$ cat config.mk
export PLATFORM = sky130hd
export DESIGN_NAME = sparse_syn_accum_flat
export DESIGN_NICKNAME = d
export VERILOG_FILES = /design/src/rtl/sparse_syn_accum_pkg.sv /design/src/rtl/sparse_syn_accum_if.sv /design/src/rtl/sparse_syn_accum_lowest_set_idx.sv /design/src/rtl/sparse_syn_accum.sv /design/src/flat_wrapper.sv
export SDC_FILE = /design/constraint.sdc
export NUM_CORES = 1
export LEC_CHECK = 0
export ABC_AREA = 1
export CORE_ASPECT_RATIO = 0.5
export CORE_MARGIN = 2
export CORE_UTILIZATION = 50
export DETAILED_ROUTE_END_ITERATION = 12
export PLACE_DENSITY = 0.69
export SLEW_MARGIN = 40
export SYNTH_ARGS = -nofsm -noshare
export SYNTH_HDL_FRONTEND = slang
export SYNTH_HIERARCHICAL = 1
export SYNTH_SLANG_ARGS = --single-unit
$ cat constraint.sdc
create_clock -name clk -period 3.8 [get_ports clk]
set_input_delay 0.76 -clock clk [delete_from_list [all_inputs] [get_ports clk]]
set_output_delay 0.76 -clock clk [all_outputs]
set_load 0.005 [all_outputs]
$ cat src/rtl/sparse_syn_accum_pkg.sv
// Shared constants and FSM state type for the sparse synaptic accumulator.
package snn_pkg;
  localparam int N_IN  = 8;
  localparam int N_OUT = 4;
  localparam int W_W   = 4;
  localparam int CUR_W = 8;
  localparam int IDX_W = $clog2(N_IN);

  typedef enum logic [1:0] {
    IDLE = 2'd0,
    SCAN = 2'd1,
    DONE = 2'd2
  } state_t;
endpackage

$ cat src/rtl/sparse_syn_accum_if.sv
// Spike-vector handshake, weight-write port and current outputs of sparse_syn_accum.
interface sparse_syn_accum_if
  import snn_pkg::*;
#(
  parameter int N_IN_P  = N_IN,
  parameter int N_OUT_P = N_OUT,
  parameter int W_W_P   = W_W,
  parameter int CUR_W_P = CUR_W,
  parameter int IDX_W_P = (N_IN_P > 1) ? $clog2(N_IN_P) : 1
);
  logic                       in_valid;
  logic                       in_ready;
  logic [N_IN_P-1:0]          spike_in;
  logic                       w_we;
  logic [IDX_W_P-1:0]         w_addr;
  logic [N_OUT_P*W_W_P-1:0]   w_data;
  logic [N_OUT_P*CUR_W_P-1:0] cur_out;
  logic                       out_valid;
  logic                       busy;

  modport master (
    output in_valid, spike_in, w_we, w_addr, w_data,
    input  in_ready, cur_out, out_valid, busy
  );

  modport slave (
    input  in_valid, spike_in, w_we, w_addr, w_data,
    output in_ready, cur_out, out_valid, busy
  );
endinterface

$ cat src/rtl/sparse_syn_accum_lowest_set_idx.sv
// Combinational priority encoder: index of the lowest set bit, plus any/last-bit flags.
module lowest_set_idx #(
  parameter int W  = 8,
  parameter int IW = (W > 1) ? $clog2(W) : 1
) (
  input  logic [W-1:0]  mask,
  output logic [IW-1:0] idx,
  output logic          any,
  output logic          last
);
  always_comb begin
    idx = '0;
    for (int i = W - 1; i >= 0; i--) begin
      if (mask[i]) idx = IW'(i);
    end
  end

  assign any  = |mask;
  // Exactly one bit set: clearing the lowest set bit leaves nothing.
  assign last = any && ((mask & (mask - W'(1))) == '0);
endmodule

$ cat src/rtl/sparse_syn_accum.sv
// Sparsity-aware synaptic accumulator: visits set spike bits one per cycle and sums weight rows.
// Build option SYN_SAT_EN: saturate per-neuron currents at full scale instead of wrapping.
module sparse_syn_accum
  import snn_pkg::*;
#(
  parameter int N_IN_P  = N_IN,
  parameter int N_OUT_P = N_OUT,
  parameter int W_W_P   = W_W,
  parameter int CUR_W_P = CUR_W,
  parameter int IDX_W_P = (N_IN_P > 1) ? $clog2(N_IN_P) : 1
) (
  input logic clk,
  input logic rst_n,
  sparse_syn_accum_if.slave bus
);
  state_t state_reg, state_next;
  logic [N_IN_P-1:0]        mask_reg, mask_next;
  logic [N_OUT_P*W_W_P-1:0] weight_reg [N_IN_P];
  logic [N_OUT_P*W_W_P-1:0] row_sel;
  logic [IDX_W_P-1:0]       scan_idx;
  logic                     mask_any, mask_last;
  logic                     accept, load_out;
  logic                     in_ready_c, busy_c, out_valid_c;

  lowest_set_idx #(.W(N_IN_P), .IW(IDX_W_P)) u_lsi (
    .mask (mask_reg),
    .idx  (scan_idx),
    .any  (mask_any),
    .last (mask_last)
  );

  always_comb begin
    state_next  = state_reg;
    mask_next   = mask_reg;
    in_ready_c  = 1'b0;
    busy_c      = 1'b0;
    out_valid_c = 1'b0;
    case (state_reg)
      IDLE: begin
        in_ready_c = 1'b1;
        if (bus.in_valid) begin
          mask_next  = bus.spike_in;
          state_next = (|bus.spike_in) ? SCAN : DONE;
        end
      end
      SCAN: begin
        busy_c    = 1'b1;
        mask_next = mask_reg & (mask_reg - N_IN_P'(1));
        if (!mask_any || mask_last) state_next = DONE;
      end
      DONE: begin
        out_valid_c = 1'b1;
        state_next  = IDLE;
      end
      default: state_next = IDLE;
    endcase
  end

  assign accept   = (state_reg == IDLE) && bus.in_valid;
  // cur_out is loaded on the edge entering DONE so it is valid alongside out_valid.
  assign load_out = (state_next == DONE);

  always_ff @(posedge clk or negedge rst_n) begin
    if (!rst_n) begin
      state_reg <= IDLE;
      mask_reg  <= '0;
    end else begin
      state_reg <= state_next;
      mask_reg  <= mask_next;
    end
  end

  // Combinational read sees the pre-write row when a write hits the row being scanned.
  assign row_sel = weight_reg[scan_idx];

  always_ff @(posedge clk or negedge rst_n) begin
    if (!rst_n) begin
      for (int i = 0; i < N_IN_P; i++) weight_reg[i] <= '0;
    end else if (bus.w_we) begin
      weight_reg[bus.w_addr] <= bus.w_data;
    end
  end

  generate
    for (genvar gi = 0; gi < N_OUT_P; gi++) begin : g_neuron
      logic [CUR_W_P-1:0] acc_reg, cur_reg, acc_upd;
      logic [CUR_W_P:0]   sum_w;

      assign sum_w = {1'b0, acc_reg} + (CUR_W_P + 1)'(row_sel[gi*W_W_P +: W_W_P]);
`ifdef SYN_SAT_EN
      assign acc_upd = sum_w[CUR_W_P] ? {CUR_W_P{1'b1}} : sum_w[CUR_W_P-1:0];
`else
      assign acc_upd = sum_w[CUR_W_P-1:0];
`endif

      always_ff @(posedge clk or negedge rst_n) begin
        if (!rst_n) begin
          acc_reg <= '0;
          cur_reg <= '0;
        end else begin
          if (accept) acc_reg <= '0;
          else if (state_reg == SCAN) acc_reg <= acc_upd;
          if (load_out) cur_reg <= (state_reg == SCAN) ? acc_upd : '0;
        end
      end

      assign bus.cur_out[gi*CUR_W_P +: CUR_W_P] = cur_reg;
    end
  endgenerate

  assign bus.in_ready  = in_ready_c;
  assign bus.busy      = busy_c;
  assign bus.out_valid = out_valid_c;
endmodule

$ cat src/flat_wrapper.sv
// flat-port wrapper written by rule: the top's interface ports become plain ports
module sparse_syn_accum_flat import snn_pkg::*;
#(
  parameter int N_IN_P  = N_IN,
  parameter int N_OUT_P = N_OUT,
  parameter int W_W_P   = W_W,
  parameter int CUR_W_P = CUR_W,
  parameter int IDX_W_P = (N_IN_P > 1) ? $clog2(N_IN_P) : 1
)
  (clk, rst_n, bus_in_valid, bus_spike_in, bus_w_we, bus_w_addr, bus_w_data, bus_in_ready, bus_cur_out, bus_out_valid, bus_busy);
  sparse_syn_accum_if #(.N_IN_P(N_IN_P), .N_OUT_P(N_OUT_P), .W_W_P(W_W_P), .CUR_W_P(CUR_W_P), .IDX_W_P(IDX_W_P)) bus_i ();
  input logic clk;
  input logic rst_n;
  input wire logic [$bits(bus_i.in_valid)-1:0] bus_in_valid;
  input wire logic [$bits(bus_i.spike_in)-1:0] bus_spike_in;
  input wire logic [$bits(bus_i.w_we)-1:0] bus_w_we;
  input wire logic [$bits(bus_i.w_addr)-1:0] bus_w_addr;
  input wire logic [$bits(bus_i.w_data)-1:0] bus_w_data;
  output wire logic [$bits(bus_i.in_ready)-1:0] bus_in_ready;
  output wire logic [$bits(bus_i.cur_out)-1:0] bus_cur_out;
  output wire logic [$bits(bus_i.out_valid)-1:0] bus_out_valid;
  output wire logic [$bits(bus_i.busy)-1:0] bus_busy;
  assign bus_i.in_valid = bus_in_valid;
  assign bus_i.spike_in = bus_spike_in;
  assign bus_i.w_we = bus_w_we;
  assign bus_i.w_addr = bus_w_addr;
  assign bus_i.w_data = bus_w_data;
  assign bus_in_ready = bus_i.in_ready;
  assign bus_cur_out = bus_i.cur_out;
  assign bus_out_valid = bus_i.out_valid;
  assign bus_busy = bus_i.busy;
  sparse_syn_accum #(.N_IN_P(N_IN_P), .N_OUT_P(N_OUT_P), .W_W_P(W_W_P), .CUR_W_P(CUR_W_P), .IDX_W_P(IDX_W_P)) u_core (.clk(clk), .rst_n(rst_n), .bus(bus_i));
endmodule
* Yosys cells after proc, flatten, opt, wreduce, memory -nomap -nowiden
Index checks and enable logic that the tools add are counted. W data, S select, Z words.
Word-level totals: register bits 202, input port bits 31, output and inout port bits 35, logic and storage cells 80
Operators by class: add/subtract/negate cells 5, magnitude comparators 3, eq/ne operators 4, mux-type cells 35, bitwise operators 3, reduce and logical (&&, ||, !) cells 12
Operators by type and width (number):
- $bwmux W128 | 1
- $mux W8 | 13
- $bmux W16 S3 | 1
- $demux W16 S3 | 1
- $mux W16 | 3
- $add A8 B4 Y8 | 4
- $mux W3 | 8
- $pmux W8 S2 | 1
- $reduce_or A8 Y1 | 2
- $and A8 B8 Y8 | 1
- $ge A4 B4 Y1 const B | 2
- $logic_not A8 Y1 | 1
- $not A3 Y4 | 2
- $sub A8 B1 Y8 const B | 1
- $mux W2 | 3
- $eq A2 B2 Y1 const B | 2
- $lt A4 B1 Y1 const B | 1
- $pmux W2 S2 | 1
- $reduce_bool A2 Y1 | 2
- $logic_and A1 B1 Y1 | 3
- $mux W1 | 3
- $eq A2 B1 Y1 const B | 1
- $logic_not A2 Y1 | 1
- $ne A2 B2 Y1 const B | 1
- 3 further kinds | 3

* Logic depth before layout (Yosys ltp)
word-level depth 15, gate-level depth with buffers 21, mapped depth without buffers 19

* Cells and area by module
Netlist, hierarchy kept.
Modules (own cells, without submodules):
- sparse_syn_accum | instances 1, cells each 1117, area each 9670.5 sq um
- lowest_set_idx | instances 1, cells each 37, area each 177.7 sq um

* Worst setup path before layout
Ideal clock, no wire load.
path type register -> register, start point register u_core.mask_reg[5], end point register u_core.g_neuron[0].cur_reg[4], library setup time 0.074 ns, data arrival time 2.675 ns, required time 3.726 ns, path slack 1.051 ns, stages on the path, launching flop included 20, cell sequence dfrtp_1 -> inv_1 -> nand2_1 -> nand3_1 -> nand2_1 -> nand2_1 -> a21oi_1 -> buf_2 -> buf_4 -> mux2i_1 -> o22ai_1 -> nand2_1 -> nand2_1 -> ha_1 -> fa_1 -> nand3_1 -> nand2_1 -> nand2_1 -> nand3_1 -> o21ai_2
On the way: word-level cells in the longest chain between the ends 12, elaborated cells on any way between the ends 22
Ends and longest elaborated chain:
- start, declared | line sparse_syn_accum.sv:17 | logic [N_IN_P-1:0] mask_reg, mask_next;
- start signal, assigned | line sparse_syn_accum.sv:69 | mask_reg <= mask_next;
- $mux W3 (6 in series) | line sparse_syn_accum_lowest_set_idx.sv:14 | if (mask[i]) idx = IW'(i);
- via u_core.scan_idx[0] | line sparse_syn_accum.sv:20 | logic [IDX_W_P-1:0] scan_idx;
- $not A3 Y4 (implied by the code) | line sparse_syn_accum.sv:74 | assign row_sel = weight_reg[scan_idx];
- $bmux W16 S3 | line sparse_syn_accum.sv:74
- $mux W16 (implied by the code) (2 in series) | line sparse_syn_accum.sv:74
- $add A8 B4 Y8 | line sparse_syn_accum.sv:89 | assign sum_w = {1'b0, acc_reg} + (CUR_W_P + 1)'(row_sel[gi*W_W_P +: W_W_P]);
- $mux W8 | line sparse_syn_accum.sv:103 | if (load_out) cur_reg <= (state_reg == SCAN) ? acc_upd : '0;
- end signal, assigned | line sparse_syn_accum.sv:103
- end, declared | line sparse_syn_accum.sv:86 | logic [CUR_W_P-1:0] acc_reg, cur_reg, acc_upd;
The timed path passes the listed nets, and every way through them passes these cells. The select of a mux whose other input is x is not followed. A chain may end at the register's enable or synchronous reset.

* Final worst setup path
start point register u_core.mask_reg[5], end point register u_core.g_neuron[2].cur_reg[4]
On the way: word-level cells in the longest chain between the ends 12, elaborated cells on any way between the ends 22
Ends and longest elaborated chain (line):
- $mux W3 (6 in series) | sparse_syn_accum_lowest_set_idx.sv:14
- via u_core.scan_idx[0] | sparse_syn_accum.sv:20
- $not A3 Y4 (implied by the code) | sparse_syn_accum.sv:74
- $bmux W16 S3 | sparse_syn_accum.sv:74
- $mux W16 (implied by the code) (2 in series) | sparse_syn_accum.sv:74
- $add A8 B4 Y8 | sparse_syn_accum.sv:89
- $mux W8 | sparse_syn_accum.sv:103
- end signal, assigned | sparse_syn_accum.sv:103
- end, declared | sparse_syn_accum.sv:86
The timed path passes the listed nets, and every way through them passes these cells. The select of a mux whose other input is x is not followed.

==> metrics.md <==
| Metric | Value |
|---|---|
| Flop and latch count out of synthesis | `202` |
| Synth top area cells | `dfrtp_1 (51%), nand2_1 (12%), o21ai_0 (8.0%)` |
| Effective utilization at floorplan | `50.85%` |
| Routed length per placed instance | `roughly 16 um` |
| Critical Path, Cell by Cell | `inv_1 > nand2_1 > nand3_1 > nand2_1 > nand2_1 > a21oi_4 > buf_6 > mux2i_1 > o22ai_1 > nand2_1 > nand2_1 > ha_1 > a21oi_1 > nand2_1 > nand2_1 > nand3_1 > o21ai_2` |
| CP max stage delay | `0.48 ns` |
| TritonCTS Buffers | `20` |
| Post-route clock period utilization | `86.28%` |
| Relative slew slack | `47.47%` |
| Worst Path Max Fanout | `64` |
| Multi-input gate area | `4229 sq um` |
| Syn Nets | `1205` |
| Vias per cell | `5.449` |
| FP Rows | `36` |
| CP delay by family, top | `simple AND/OR/NAND/NOR gates` |
| RD Place Congestion | `0.8993` |
| Total die area | `20900 sq um` |
| Worst path arrival time | `~3.7 ns` |
| Setup crit end kind | `register` |
| DP Wirelength | `14740 um` |
| Setup_tns | `0 ns` |
| Core area | `19370 sq um` |
| WP buf/inv | `2` |
| Die width | `between 200 and 250 um` |
| Post-synth top area share | `51.33%` |
| Global-route wire length before repair | `38830 um` |
| Largest net degree at the start of global routing | `between 70 and 80` |
| Fill cell count | `1693` |
| Total gr overflow | `0` |
| Setup Crit Path Kind | `register to register` |
| Sequential area share after synthesis | `51.33%` |
| Yosys warnings | `6` |
| Area leader, netlist | `dfrtp_1` |
| Sequential Area | `5055 sq um` |
| Ant. Diodes | `0` |
| Syn-to-layout area delta | `15.79%` |
| Initial antenna violation count | `0` |
| TritonRoute pass-1 iters | `7` |
| DIE HEIGHT | `between 100 and 150 um` |
| Initial DRC count | `637` |
| CTS tree | `built` |
| Setup Skew | `0.01418 ns` |
| PwrDens | `836.2 nW/um^2` |
| Total of max-cap violations | `0` |
| IO buf count | `65` |
| Mapped Area | `9848 sq um` |
| Max-slew violation count | `0` |
| H-tree levels | `1` |
| Crit path top cell by count | `nand2_1` |
| Post-CTS setup buffers | `0` |
| Num ports | `66` |
| Vias in the first global route | `between 7000 and 8000` |
| Via Count | `8054` |
| Clk_lat worst skew | `0.51 ns` |
| Worst hold-check path type | `input port to asynchronous set/reset pin` |
| GRT Overall Usage | `23.27%` |
| Synthesized instance count | `roughly 1200` |
| Final hold viol count | `0` |
| Clk slew on worst S/H paths | `0.06 ns` |
| Crit path launch type | `register` |
| Clock sinks | `202` |
| Final Util | `58.88%` |
| Residual DRC | `0` |
| Status | `complete, no violations` |
| Share of layout cells above drive strength 1 | `under 10%` |
| Routed wire length | `~24000 um` |
| Worst path slowest cell | `buf_6` |
| Worst-margin pin slew | `0.7871 ns` |
| Final Critical Period | `about 3.3 ns` |
| Setup Viol. Count Final | `0` |
| Hold_buf cts | `0` |
| Data required time of the worst path | `4.23 ns` |
| Maximum vdd drop | `0.0005737 V` |
| Peak Freq | `305.0 MHz` |
| Cell variety after synth | `34` |
| R2R setup slack | `between 0.5 and 0.6 ns` |
| Root buffer cell | `clkbuf_16` |
| Max reg flops | `128` |
| RSZ-0062 raised after global routing | `no` |
| CTS resizes | `0` |
| CTS max path bufs | `3` |
| Mean Syn Cell Area | `8.534 sq um` |
| Remaining antenna violation count | `0` |
| Leak | `0.005528 uW` |
| Fin nets | `1250` |
## cells in the mapped netlist, drive strengths merged
cell type and number:
nand2 334, dfrtp 202, o21ai 185, nor2 79, inv 73, nand3 68, mux2i 32, o22ai 32
buf 31, a21oi 29, clkbuf 27, nand4 25, ha 16, a22o 8, fa 4, o211ai 4
a21boi 1, a32o 1, nor3 1, o32ai 1, or2 1
## worst reg2reg max path: stages, from the launching register on
cell	delay [ns]
dfrtp_1	0.43
inv_1	0.08
nand2_1	0.06
nand3_1	0.07
nand2_1	0.06
nand2_1	0.07
a21oi_4	0.14
buf_6	0.48
mux2i_1	0.37
o22ai_1	0.09
nand2_1	0.08
nand2_1	0.16
ha_1	0.39
a21oi_1	0.27
nand2_1	0.11
nand2_1	0.07
nand3_1	0.11
o21ai_2	0.16
## per-layer routing
layer | routed length [um] | GRT usage [%] | vias up
li1 | - | - | 3961
met1 | 11610 | 33.89 | 3872
met2 | 10400 | 37.12 | 194
met3 | 1454 | 4.386 | 27
met4 | 329 | 4.380 | 0
met5 | 0 | 0 | -
## kinds of logic after synthesis
kind of cell               after synthesis  share of synthesized area (%)
AOI/OAI and AO/OA                      261                          14.65
adders and majority gates               20                          2.846
buffers and inverters                  131                          6.022
DFF                                    202                          51.33
muxes                                   32                          3.252
and+or+nand+nor                        508                          21.90
## stage by stage
stage / worst slack [ns] / cells / hold slack, ns / total power, uW / cell area [sq um]
final: 0.5213 / 1478 / 0.2257 / 9536 / 11400
after global routing: 0.2726 / 1478 / 0.2822 / 10250 / 11400
after CTS: 0.4067 / 1478 / 0.2631 / 9532 / 11400
after detailed placement: 0.4106 / 1443 / 0.4679 / 7439 / 10710
after global placement: 0.4897 / 1443 / 0.4607 / 7320 / 10710
after floorplan: 1.051 / 1154 / 0.4478 / 6126 / 9848
## layout make-up
type                    count  share of cell area [%]
clock buffers              28                   5.179
clock inverters             7                  0.8668
inverters                  73                   2.469
multi-input cells         821                   37.09
flip-flops and latches    202                   44.33
well taps                 266                   2.919
repair buffers             81                   7.154
## path summary, 6_finish.rpt
| check | from | to | cells after the start |
|---|---|---|---|
| worst max register to register | u_core/mask_reg[5] | u_core/g_neuron[2].cur_reg[4] | 17 |
| min in group clk | u_core/weight_reg[23] | u_core/weight_reg[23] | 2 |
| worst min register to register | u_core/weight_reg[23] | u_core/weight_reg[23] | 2 |
| max in group asynchronous | rst_n | u_core/weight_reg[81] | 2 |
| worst min-delay path | rst_n | u_core/weight_reg[125] | 1 |
| worst max-delay path | u_core/mask_reg[5] | u_core/g_neuron[2].cur_reg[4] | 17 |
## power by group
| group | internal [uW] | leakage (uW) | switching (uW) |
|---|---|---|---|
| clock | 1220 | 0.000339 | 842 |
| combinational | 1650 | 0.00262 | 2740 |
| sequential | 2700 | 0.00257 | 385 |
| total | 5570 | 0.00553 | 3960 |
## cells in the final DEF, fill, tap and decap left out, types with 2 or more instances in the layout
cell | netlist | layout
o21ai_1 | 16 | 16
nor2_1 | 73 | 73
bufinv_16 | 0 | 2
clkbuf_16 | 0 | 20
inv_1 | 68 | 68
o22ai_1 | 32 | 32
buf_12 | 0 | 3
nand2_4 | 3 | 3
inv_2 | 3 | 3
o211ai_1 | 4 | 4
clkdlybuf4s50_1 | 0 | 64
nand2_1 | 322 | 322
nand3_1 | 68 | 68
ha_1 | 16 | 16
o21ai_0 | 157 | 157
buf_4 | 4 | 12
dfrtp_1 | 202 | 202
o21ai_2 | 12 | 12
a21oi_1 | 29 | 28
mux2i_1 | 32 | 32
clkinv_2 | 0 | 3
nand4_1 | 25 | 25
clkbuf_8 | 0 | 7
nor2_4 | 4 | 4
clkbuf_1 | 27 | 2
nand2_2 | 9 | 9
a22o_1 | 8 | 8
fa_1 | 4 | 4
Power figures use the tool's default switching activity.
